`config.mk`:
```
export PLATFORM = sky130hd
export DESIGN_NAME = i2s_capture_reader
export DESIGN_NICKNAME = d
export VERILOG_FILES = /design/src/rtl/i2s_capture_reader.sv
export SDC_FILE = /design/constraint.sdc
export NUM_CORES = 1
export LEC_CHECK = 0
export BUFFER_PORTS_ARGS = -buffer_cell sky130_fd_sc_hd__buf_4
export CORE_AREA = 2 2 255 257
export CTS_BUF_LIST = sky130_fd_sc_hd__clkbuf_8
export DETAILED_ROUTE_END_ITERATION = 10
export DIE_AREA = 0 0 257 259
export HOLD_SLACK_MARGIN = 0.06
export PLACE_DENSITY = 0.72
export SYNTH_ARGS = -nofsm -noshare
export SYNTH_HDL_FRONTEND = slang
export SYNTH_SLANG_ARGS = --single-unit
```
`constraint.sdc`:
```
create_clock -name clk -period 4.4 [get_ports clk]
set_clock_uncertainty 0.2 [all_clocks]
set_input_delay 0.22 -clock clk [delete_from_list [all_inputs] [get_ports clk]]
set_output_delay 0.22 -clock clk [all_outputs]
set_load 0.05 [all_outputs]
```
`src/rtl/i2s_capture_reader.sv`:
```
// I2S receive side for the DAC-bound stream: deserializes stereo samples,
// strobes per-channel PCM, and queues complete L/R pairs for byte-wide readback.
module i2s_capture_reader #(
    parameter int DATA_WIDTH = 24,
    parameter int FIFO_DEPTH = 16
) (
    input  logic                  clk,
    input  logic                  reset_n,
    input  logic                  capture_en,
    input  logic                  bclk,
    input  logic                  lrclk,
    input  logic                  sdata,
    input  logic                  clear_ovf,
    input  logic                  rd_pop,
    input  logic [2:0]            rd_sel,
    output logic [7:0]            rd_data,
    output logic                  l_valid,
    output logic                  r_valid,
    output logic [DATA_WIDTH-1:0] l_pcm,
    output logic [DATA_WIDTH-1:0] r_pcm,
    output logic                  fifo_empty,
    output logic                  fifo_full,
    output logic                  overflow,
    output logic [7:0]            frame_count
);

    localparam int AW = $clog2(FIFO_DEPTH);
    localparam int CW = $clog2(DATA_WIDTH);
    localparam logic [AW-1:0] PTR_ONE   = AW'(1);
    localparam logic [AW:0]   CNT_ONE   = (AW + 1)'(1);
    localparam logic [AW:0]   CNT_FULL  = (AW + 1)'(FIFO_DEPTH);
    localparam logic [CW-1:0] BIT_ONE   = CW'(1);
    localparam logic [CW-1:0] BIT_LAST  = CW'(DATA_WIDTH - 1);

    typedef enum logic [2:0] {
        ST_IDLE,
        ST_SYNC,
        ST_DELAY,
        ST_SHIFT,
        ST_WAIT
    } state_t;

    // Input synchronizer and bit-clock edge detect
    logic r_b1, r_b2, r_lr1, r_sd1;
    logic r_lr_prev, r_prev_ok;
    logic w_rise, w_lr_chg;

    // Receiver
    state_t                r_state;
    logic                  r_ch;
    logic [CW-1:0]         r_bit_cnt;
    logic [DATA_WIDTH-1:0] r_shift;
    logic                  r_done_l, r_done_r;

    // Output strobes and held samples
    logic                  r_l_valid, r_r_valid;
    logic [DATA_WIDTH-1:0] r_l_pcm, r_r_pcm;

    // Pair FIFO
    logic [2*DATA_WIDTH-1:0] r_mem [FIFO_DEPTH];
    logic [AW-1:0]           r_wr_ptr, r_rd_ptr;
    logic [AW:0]             r_count;
    logic                    r_empty, r_full, r_ovf, r_left_ok;
    logic [7:0]              r_frame_cnt;
    logic [7:0]              r_rd_data;
    logic                    w_pop, w_push_req, w_push, w_ovf_set;
    logic [AW:0]             w_count_nxt;
    logic [2*DATA_WIDTH-1:0] w_head;
    logic [23:0]             w_head_l, w_head_r;

    assign w_rise   = r_b1 & ~r_b2;
    assign w_lr_chg = w_rise & r_prev_ok & (r_lr1 != r_lr_prev);

    // NOTE: every clocked block uses <= so all registers sample pre-edge values.
    always_ff @(posedge clk or negedge reset_n) begin
        if (!reset_n) begin
            r_b1      <= 1'b0;
            r_b2      <= 1'b0;
            r_lr1     <= 1'b0;
            r_sd1     <= 1'b0;
            r_lr_prev <= 1'b0;
            r_prev_ok <= 1'b0;
        end else begin
            r_b1  <= bclk;
            r_b2  <= r_b1;
            r_lr1 <= lrclk;
            r_sd1 <= sdata;
            // lrclk history is kept even while idle so SYNC can lock on the next change
            if (w_rise) begin
                r_lr_prev <= r_lr1;
                r_prev_ok <= 1'b1;
            end
        end
    end

    always_ff @(posedge clk or negedge reset_n) begin
        if (!reset_n) begin
            r_state   <= ST_IDLE;
            r_ch      <= 1'b0;
            r_bit_cnt <= '0;
            r_shift   <= '0;
            r_done_l  <= 1'b0;
            r_done_r  <= 1'b0;
        end else begin
            r_done_l <= 1'b0;
            r_done_r <= 1'b0;
            if (!capture_en) begin
                r_state <= ST_IDLE;
            end else begin
                case (r_state)
                    ST_IDLE: r_state <= ST_SYNC;
                    ST_SYNC: begin
                        if (w_lr_chg) begin
                            r_ch    <= r_lr1;
                            r_state <= ST_DELAY;
                        end
                    end
                    // The change-detecting rise carried the delay-slot bit; arm for the MSB.
                    ST_DELAY: begin
                        r_bit_cnt <= '0;
                        r_state   <= ST_SHIFT;
                    end
                    ST_SHIFT: begin
                        if (w_lr_chg) begin
                            r_ch    <= r_lr1;
                            r_state <= ST_DELAY;
                        end else if (w_rise) begin
                            r_shift <= {r_shift[DATA_WIDTH-2:0], r_sd1};
                            if (r_bit_cnt == BIT_LAST) begin
                                r_done_l <= ~r_ch;
                                r_done_r <= r_ch;
                                r_state  <= ST_WAIT;
                            end else begin
                                r_bit_cnt <= r_bit_cnt + BIT_ONE;
                            end
                        end
                    end
                    ST_WAIT: begin
                        if (w_lr_chg) begin
                            r_ch    <= r_lr1;
                            r_state <= ST_DELAY;
                        end
                    end
                    default: r_state <= ST_IDLE;
                endcase
            end
        end
    end

    always_ff @(posedge clk or negedge reset_n) begin
        if (!reset_n) begin
            r_l_valid <= 1'b0;
            r_r_valid <= 1'b0;
            r_l_pcm   <= '0;
            r_r_pcm   <= '0;
        end else begin
            r_l_valid <= r_done_l & capture_en;
            r_r_valid <= r_done_r & capture_en;
            if (r_done_l && capture_en) r_l_pcm <= r_shift;
            if (r_done_r && capture_en) r_r_pcm <= r_shift;
        end
    end

    assign w_pop      = rd_pop & ~r_empty;
    assign w_push_req = capture_en & r_r_valid & r_left_ok;
    assign w_push     = w_push_req & (~r_full | w_pop);
    assign w_ovf_set  = w_push_req & r_full & ~w_pop;

    always_comb begin
        w_count_nxt = r_count;
        if (w_push && !w_pop) begin
            w_count_nxt = r_count + CNT_ONE;
        end else if (!w_push && w_pop) begin
            w_count_nxt = r_count - CNT_ONE;
        end
    end

    always_ff @(posedge clk or negedge reset_n) begin
        if (!reset_n) begin
            r_wr_ptr    <= '0;
            r_rd_ptr    <= '0;
            r_count     <= '0;
            r_empty     <= 1'b1;
            r_full      <= 1'b0;
            r_ovf       <= 1'b0;
            r_left_ok   <= 1'b0;
            r_frame_cnt <= '0;
        end else if (!capture_en) begin
            r_wr_ptr    <= '0;
            r_rd_ptr    <= '0;
            r_count     <= '0;
            r_empty     <= 1'b1;
            r_full      <= 1'b0;
            r_ovf       <= 1'b0;
            r_left_ok   <= 1'b0;
            r_frame_cnt <= '0;
        end else begin
            if (w_push) begin
                r_wr_ptr    <= r_wr_ptr + PTR_ONE;
                r_frame_cnt <= r_frame_cnt + 8'd1;
            end
            if (w_pop) r_rd_ptr <= r_rd_ptr + PTR_ONE;
            r_count <= w_count_nxt;
            r_empty <= (w_count_nxt == '0);
            r_full  <= (w_count_nxt == CNT_FULL);
            if (w_ovf_set) begin
                r_ovf <= 1'b1;
            end else if (clear_ovf) begin
                r_ovf <= 1'b0;
            end
            if (r_r_valid) begin
                r_left_ok <= 1'b0;
            end else if (r_l_valid) begin
                r_left_ok <= 1'b1;
            end
        end
    end

    // NOTE: storage array has no reset; occupancy is tracked by the pointers and count.
    always_ff @(posedge clk) begin
        if (w_push) r_mem[r_wr_ptr] <= {r_l_pcm, r_r_pcm};
    end

    assign w_head   = r_mem[r_rd_ptr];
    assign w_head_l = 24'(w_head[2*DATA_WIDTH-1:DATA_WIDTH]);
    assign w_head_r = 24'(w_head[DATA_WIDTH-1:0]);

    always_ff @(posedge clk or negedge reset_n) begin
        if (!reset_n) begin
            r_rd_data <= '0;
        end else if (!capture_en || r_empty) begin
            r_rd_data <= '0;
        end else begin
            case (rd_sel)
                3'd0:    r_rd_data <= w_head_l[7:0];
                3'd1:    r_rd_data <= w_head_l[15:8];
                3'd2:    r_rd_data <= w_head_l[23:16];
                3'd3:    r_rd_data <= w_head_r[7:0];
                3'd4:    r_rd_data <= w_head_r[15:8];
                3'd5:    r_rd_data <= w_head_r[23:16];
                default: r_rd_data <= '0;
            endcase
        end
    end

    assign rd_data     = r_rd_data;
    assign l_valid     = r_l_valid;
    assign r_valid     = r_r_valid;
    assign l_pcm       = r_l_pcm;
    assign r_pcm       = r_r_pcm;
    assign fifo_empty  = r_empty;
    assign fifo_full   = r_full;
    assign overflow    = r_ovf;
    assign frame_count = r_frame_cnt;

endmodule
```
**After elaboration in Yosys (flattened, before gate mapping)**

Memory sizes are Yosys's and may differ from the RTL's.
Cells that the tools add are included.

- Add/sub/neg operators: 6
- Eq/ne operators: 22
- Muxes and demuxes: 41
- Bitwise operators: 18
- Reductions and logical operators: 18

Operator list:

| operator | count |
|---|---|
| 8-bit one-hot mux with 6 select lines | 1 |
| 5-bit two-way mux | 6 |
| 8-bit two-way mux | 3 |
| 1-bit two-way mux | 20 |
| 4-bit two-way mux | 4 |
| 3-bit two-way mux | 5 |
| 3-bit by 2-bit equality test with 1-bit output (second input constant) | 4 |
| 3-bit one-hot mux with 4 select lines | 1 |
| 1-bit bitwise AND | 11 |
| 5-bit by 1-bit adder with 5-bit output (second input constant) | 2 |
| 5-bit equality test (second input constant) | 2 |
| 5-bit one-hot mux with 2 select lines | 1 |
| 3-bit equality test (second input constant) | 3 |
| 4-bit by 1-bit adder with 4-bit output (second input constant) | 2 |
| 8-bit by 1-bit adder with 8-bit output (second input constant) | 1 |
| 4-bit inequality test (second input constant) | 2 |
| 3-bit by 1-bit equality test with 1-bit output (second input constant) | 2 |
| 3-bit zero test | 2 |
| 2-bit inequality test (second input constant) | 3 |
| 3-bit by 1-bit inequality test with 1-bit output (second input constant) | 2 |
| 1-bit inverter | 6 |
| 3-bit AND reduction | 2 |
| 5-bit zero test | 1 |
| 5-bit AND reduction | 1 |
| 12 further kinds | 18 |

- Flip-flop bits (word level): 124
- RAM bits: 768
- Input bits: 11
- Output and inout bits: 69
- Word-level logic and storage cells: 131
- Memories: 1

Memory list:

| name | depth | width | read ports | clocked after memory_dff | wr ports | line | source |
|---|---|---|---|---|---|---|---|
| r_mem | 16 | 48 | 1 | 0 | 1 | 60 | `logic [2*DATA_WIDTH-1:0] r_mem [FIFO_DEPTH];` |

**Logic depth before layout (Yosys ltp)**

- Depth after elaboration: 10
- Gate-level depth with buffers: 11
- Mapped depth without buffers: 7

**Worst setup path after synthesis**

OpenSTA, ideal clock, no wires.

- Path type: flip-flop to flip-flop
- From: register r_r_valid (netlist: r_valid)
- To: memory r_mem[4][0] (netlist name) (enable)
- Setup time: 0.411 ns
- Arrival: 2.740 ns
- Required time: 3.789 ns
- Setup slack: 1.049 ns
- Stages on the path, launching flop included: 7
- Buffers on the path: 1
- Period minus slack after synthesis: 3.351 ns
- Cells stage by stage: dfrtp_1 -> nand3_2 -> a21oi_1 -> clkbuf_1 -> nand2_1 -> nor2_1 -> and2_1

- Word-level cells in the longest chain between the ends: 5

RTL lines:

| element | line | source |
|---|---|---|
| start, declared | 56 | `logic r_l_valid, r_r_valid;` |
| start signal, assigned | 158 | `r_r_valid <= r_done_r & capture_en;` |
| 1-bit bitwise AND (2 in a row) | 165 | `assign w_push_req = capture_en & r_r_valid & r_left_ok;` |
| 1-bit bitwise AND | 166 | `assign w_push = w_push_req & (~r_full \| w_pop);` |
| 1-bit two-way mux | 221 | `if (w_push) r_mem[r_wr_ptr] <= {r_l_pcm, r_r_pcm};` |
| 1-bit two-way mux (not written as such) | 221 |  |
| end, declared | 60 |  |

Every way passes these cells.

**Final worst setup path**

- From: register r_rd_ptr[0]
- To: register r_rd_data[2] (netlist: rd_data[2])

- Word-level cells in the longest chain between the ends: 3

RTL lines:

| element | line | source |
|---|---|---|
| start, declared | 61 | `logic [AW-1:0] r_wr_ptr, r_rd_ptr;` |
| start signal, assigned | 202 | `if (w_pop) r_rd_ptr <= r_rd_ptr + PTR_ONE;` |
| memory read 16 x 48 bit | -- |  |
| 8-bit one-hot mux with 6 select lines | 234 | `case (rd_sel)` |
| 8-bit two-way mux | 231 | `end else if (!capture_en \|\| r_empty) begin` |
| end signal, assigned | 235 | `3'd0: r_rd_data <= w_head_l[7:0];` |
| end signal, assigned | 236 | `3'd1: r_rd_data <= w_head_l[15:8];` |
| end signal, assigned | 237 | `3'd2: r_rd_data <= w_head_l[23:16];` |
| end, declared | 65 | `logic [7:0] r_rd_data;` |

Every way passes these cells.
A chain may end at the register's enable or synchronous reset.

==> reports/metrics.cfg <==
[critical_path]
worstPathCellList=buf_12, buf_12, mux2i_1, a21oi_1, nand3_1, nand4_1, nor4b_2, a31oi_1, dlygate4sd3_1
startpoint_type=register
crit_required_ns=4.87
worstSetupPathType=reg -> reg
r2r-start=r_rd_ptr[0]$_DFFE_PN0P_
worstReg2RegEnd=rd_data[2]$_DFF_PN0_
cp_slowest_cell=dfrtp_4
cp.arrival_ns=4.76
crit_fanout=33
critPathCaptureType=register
crit_path_end=rd_data[2]$_DFF_PN0_
r2r_slack_ns=0.12
cpPeakStageDelay_ns=0.87
crit_path_start=r_rd_ptr[0]$_DFFE_PN0P_
rr_worst_depth=9
timing.critical_path.mode_cell=buf_12

[logic_synthesis]
synth_async_sr_flop_share=0.139
synth_area_mm2=0.0349
yosysUniqueCellTypes=66
syn_inst=1819
ys_seq_area_frac=0.751
ys_warn_count=0
synth_nets=1839
avgSynthCellArea_um2=19.2
ys.flop_type=edfxtp_1
synth_edf_count=768
yosys_register_bits=892

[sta]
maxSlewViolCount=0
tightestPinTransition_ns=1.13
period_needed_ns=4.28
grt_setup_unrepaired=no
finalSetupViolCount=0
period_share=0.973
tns_ns=0
slew_headroom=0.245
setup_slack_ns=0.118
finalHoldViolCount=0
max_freq_mhz=234
whs_ns=0.175

[cts]
worst_skew_pair.late_latency_ns=0.79
path_clk_slew_ns=0.07
clockRootBuffer=clkbuf_8
tritoncts=built
clock_sinks=892
numCtsBuffers=139
cts.path.max_buffers=3
cts_max_level=4

[detailed_routing]
avgViaCountPerCell=6.30
drt_iter0_drc=2142
drc=0
ant_nets=0
wl_um=87200
first_pass_iters=5
avgRoutedWirePerCell_um=29.2
via_count=18800

[pwr]
p_leak_nw=15.5
ir_drop_v=0.000289
total_power_w=0.0168
power.density_mw_per_mm2=426

[floorplanning]
die_w_um=257
die-area_mm2=0.0666
coreArea_mm2=0.0639
row_count=93
die_h_um=259
initial_core_util=0.546
io_pins=80

[finish]
area_growth_syn_to_layout_pct=13.0
regArea_mm2=0.0262
drive_gt1_frac=0.255
multi_input_area_mm2=0.00812
num-fill-cells=4401
finalNetCount=2046

[place]
post-dp-hpwl_um=50100
dp_slack_ns=0.832
portBuffers=79
place.gp.congestion=0.810

[worst_hold_path]
hp-class=in -> reg

[global_route]
grt_usage=0.266
grt_pass1_wl_um=126000
grt_max_degree=94
use_met3=0.0750
grt_pass1_vias=18900
antenna_found_initial=3
top_usage_layer=met2
met2_usage=0.407
overflow=0
use_met1=0.365

[run]
cap_violations=0

[run_status]
status=completed

[how the worst min path moves through the flow]
stage | startpoint | end | slack [ns] | depth (start not counted)
final | capture_en | fifo_empty$_DFF_PN1_ | 0.18 | 3
after global routing | capture_en | fifo_empty$_DFF_PN1_ | 0.17 | 3
after CTS | capture_en | fifo_empty$_DFF_PN1_ | 0.11 | 3
after detailed placement | bclk | r_b1$_DFF_PN0_ | 0.13 | 1
after global placement | lrclk | r_lr1$_DFF_PN0_ | 0.13 | 1
after floorplan | reset_n | fifo_full$_DFF_PN0_ | -0.28 | 0
[area by class of cell]
cell class | instances | area share
Antenna cell | 1 | 0.0000635
Inverter | 12 | 0.00114
Clock buffer | 156 | 0.0545
Clock inverter | 90 | 0.0110
Multi-Input combinational cell | 825 | 0.206
Timing Repair Buffer | 156 | 0.0354
Sequential cell | 892 | 0.665
Tap cell | 855 | 0.0272
[cells by family (layout without fill, tap and decap cells)]
kind of cell,Yosys count,after routing,synth area share
xor+xnor,18,18,0.00452
buf+inv,102,414,0.0175
mux,349,349,0.145
fa+ha+maj,9,9,0.00323
flops,892,892,0.751
simple gates,285,285,0.0438
compound gates,164,164,0.0349
other cells,0,1,0
[report_power, final]
part / switching [W] / total [W] / leakage, nW / internal [W]
sequential: 0.0000975 / 0.00920 / 10.6 / 0.00910
combinational: 0.000610 / 0.00109 / 3.30 / 0.000483
clock: 0.00314 / 0.00650 / 1.52 / 0.00336
[repair_timing]
action | in CTS | in global routing
hold buffers | 21 | 0
endpoints found under the hold margin | 137 | 0
gates resized for setup | 0 | 0
setup buffers | 0 | 0
[metrics by stage]
| step | utilization | instance area (um^2) | std cells |
|---|---|---|---|
| 2_1_floorplan | - | 34900 | 1819 |
| 4_1_cts | 0.616 | 39400 | 2986 |
| 5_1_grt | 0.617 | 39400 | 2987 |
| 6_report | 0.617 | 39400 | 2987 |
| 3_3_place_gp | 0.573 | 36600 | 2719 |
| 3_5_place_dp | 0.573 | 36600 | 2719 |
[flip-flops by register name, indices dropped and copies added, names as in the netlist, 3 cells and up]
signal and cells:
r_wr_ptr 4, l_pcm 24, r_rd_ptr 4, r_state 3
r_mem 768, r_bit_cnt 5, rd_data 8, r_pcm 24
r_shift 24, frame_count 8, r_count 5
[Yosys cell counts, types with 10 or more instances]
| cell | instances | area share |
|---|---|---|
| nor2_1 | 40 | 0.0043 |
| xnor2_1 | 13 | 0.0033 |
| mux2i_1 | 152 | 0.044 |
| buf_6 | 18 | 0.0058 |
| edfxtp_1 | 768 | 0.66 |
| buf_2 | 35 | 0.0050 |
| a21oi_1 | 21 | 0.0030 |
| inv_1 | 12 | 0.0013 |
| a31oi_1 | 11 | 0.0020 |
| dfrtp_1 | 123 | 0.088 |
| a221oi_1 | 10 | 0.0025 |
| and2_1 | 31 | 0.0056 |
| nand4_1 | 21 | 0.0038 |
| mux4_2 | 112 | 0.072 |
| nand2_1 | 65 | 0.0070 |
| clkbuf_1 | 25 | 0.0027 |
| a22oi_1 | 69 | 0.015 |
| buf_4 | 10 | 0.0022 |
| mux2_2 | 81 | 0.026 |
| nand3_1 | 58 | 0.0083 |
[critical path, delay by kind of cell, from the launching register on]
family,cells,cell delay (ns)
buffers and inverters,3,1.20
AND/OR/NAND/NOR,3,1.10
flip-flops,1,0.87
AO/OA/AOI/OAI,2,0.37
multiplexers,1,0.35
[cell usage in the layout, fill, tap and decap left out, types with 8 or more instances in the layout]
cell | synthesis | routed
o21ai_0 | 9 | 9
a31oi_1 | 11 | 11
nand4_1 | 21 | 21
inv_1 | 12 | 63
clkinv_1 | 0 | 19
xnor2_1 | 13 | 13
nand3_1 | 58 | 58
a21oi_1 | 21 | 21
dlygate4sd3_1 | 0 | 20
buf_12 | 0 | 12
ha_1 | 9 | 9
mux2_2 | 81 | 81
mux4_2 | 112 | 112
mux2i_1 | 152 | 152
nand2_1 | 65 | 65
and2_1 | 31 | 19
clkbuf_8 | 0 | 156
a22oi_1 | 69 | 69
nor2_1 | 40 | 39
a221oi_1 | 10 | 10
and3_1 | 8 | 8
dfrtp_1 | 123 | 120
edfxtp_1 | 768 | 768
nor3_1 | 9 | 9
buf_4 | 10 | 122
a32oi_1 | 8 | 8
clkinv_2 | 0 | 12
[per-layer routing]
layer	vias up	part of all wire	wire, um
li1	7775	-	-
met1	9820	0.39	34300
met2	1052	0.47	41300
met3	161	0.10	8780
met4	4	0.032	2780
met5	-	0.00028	24
(Power assumes the default switching activity.)
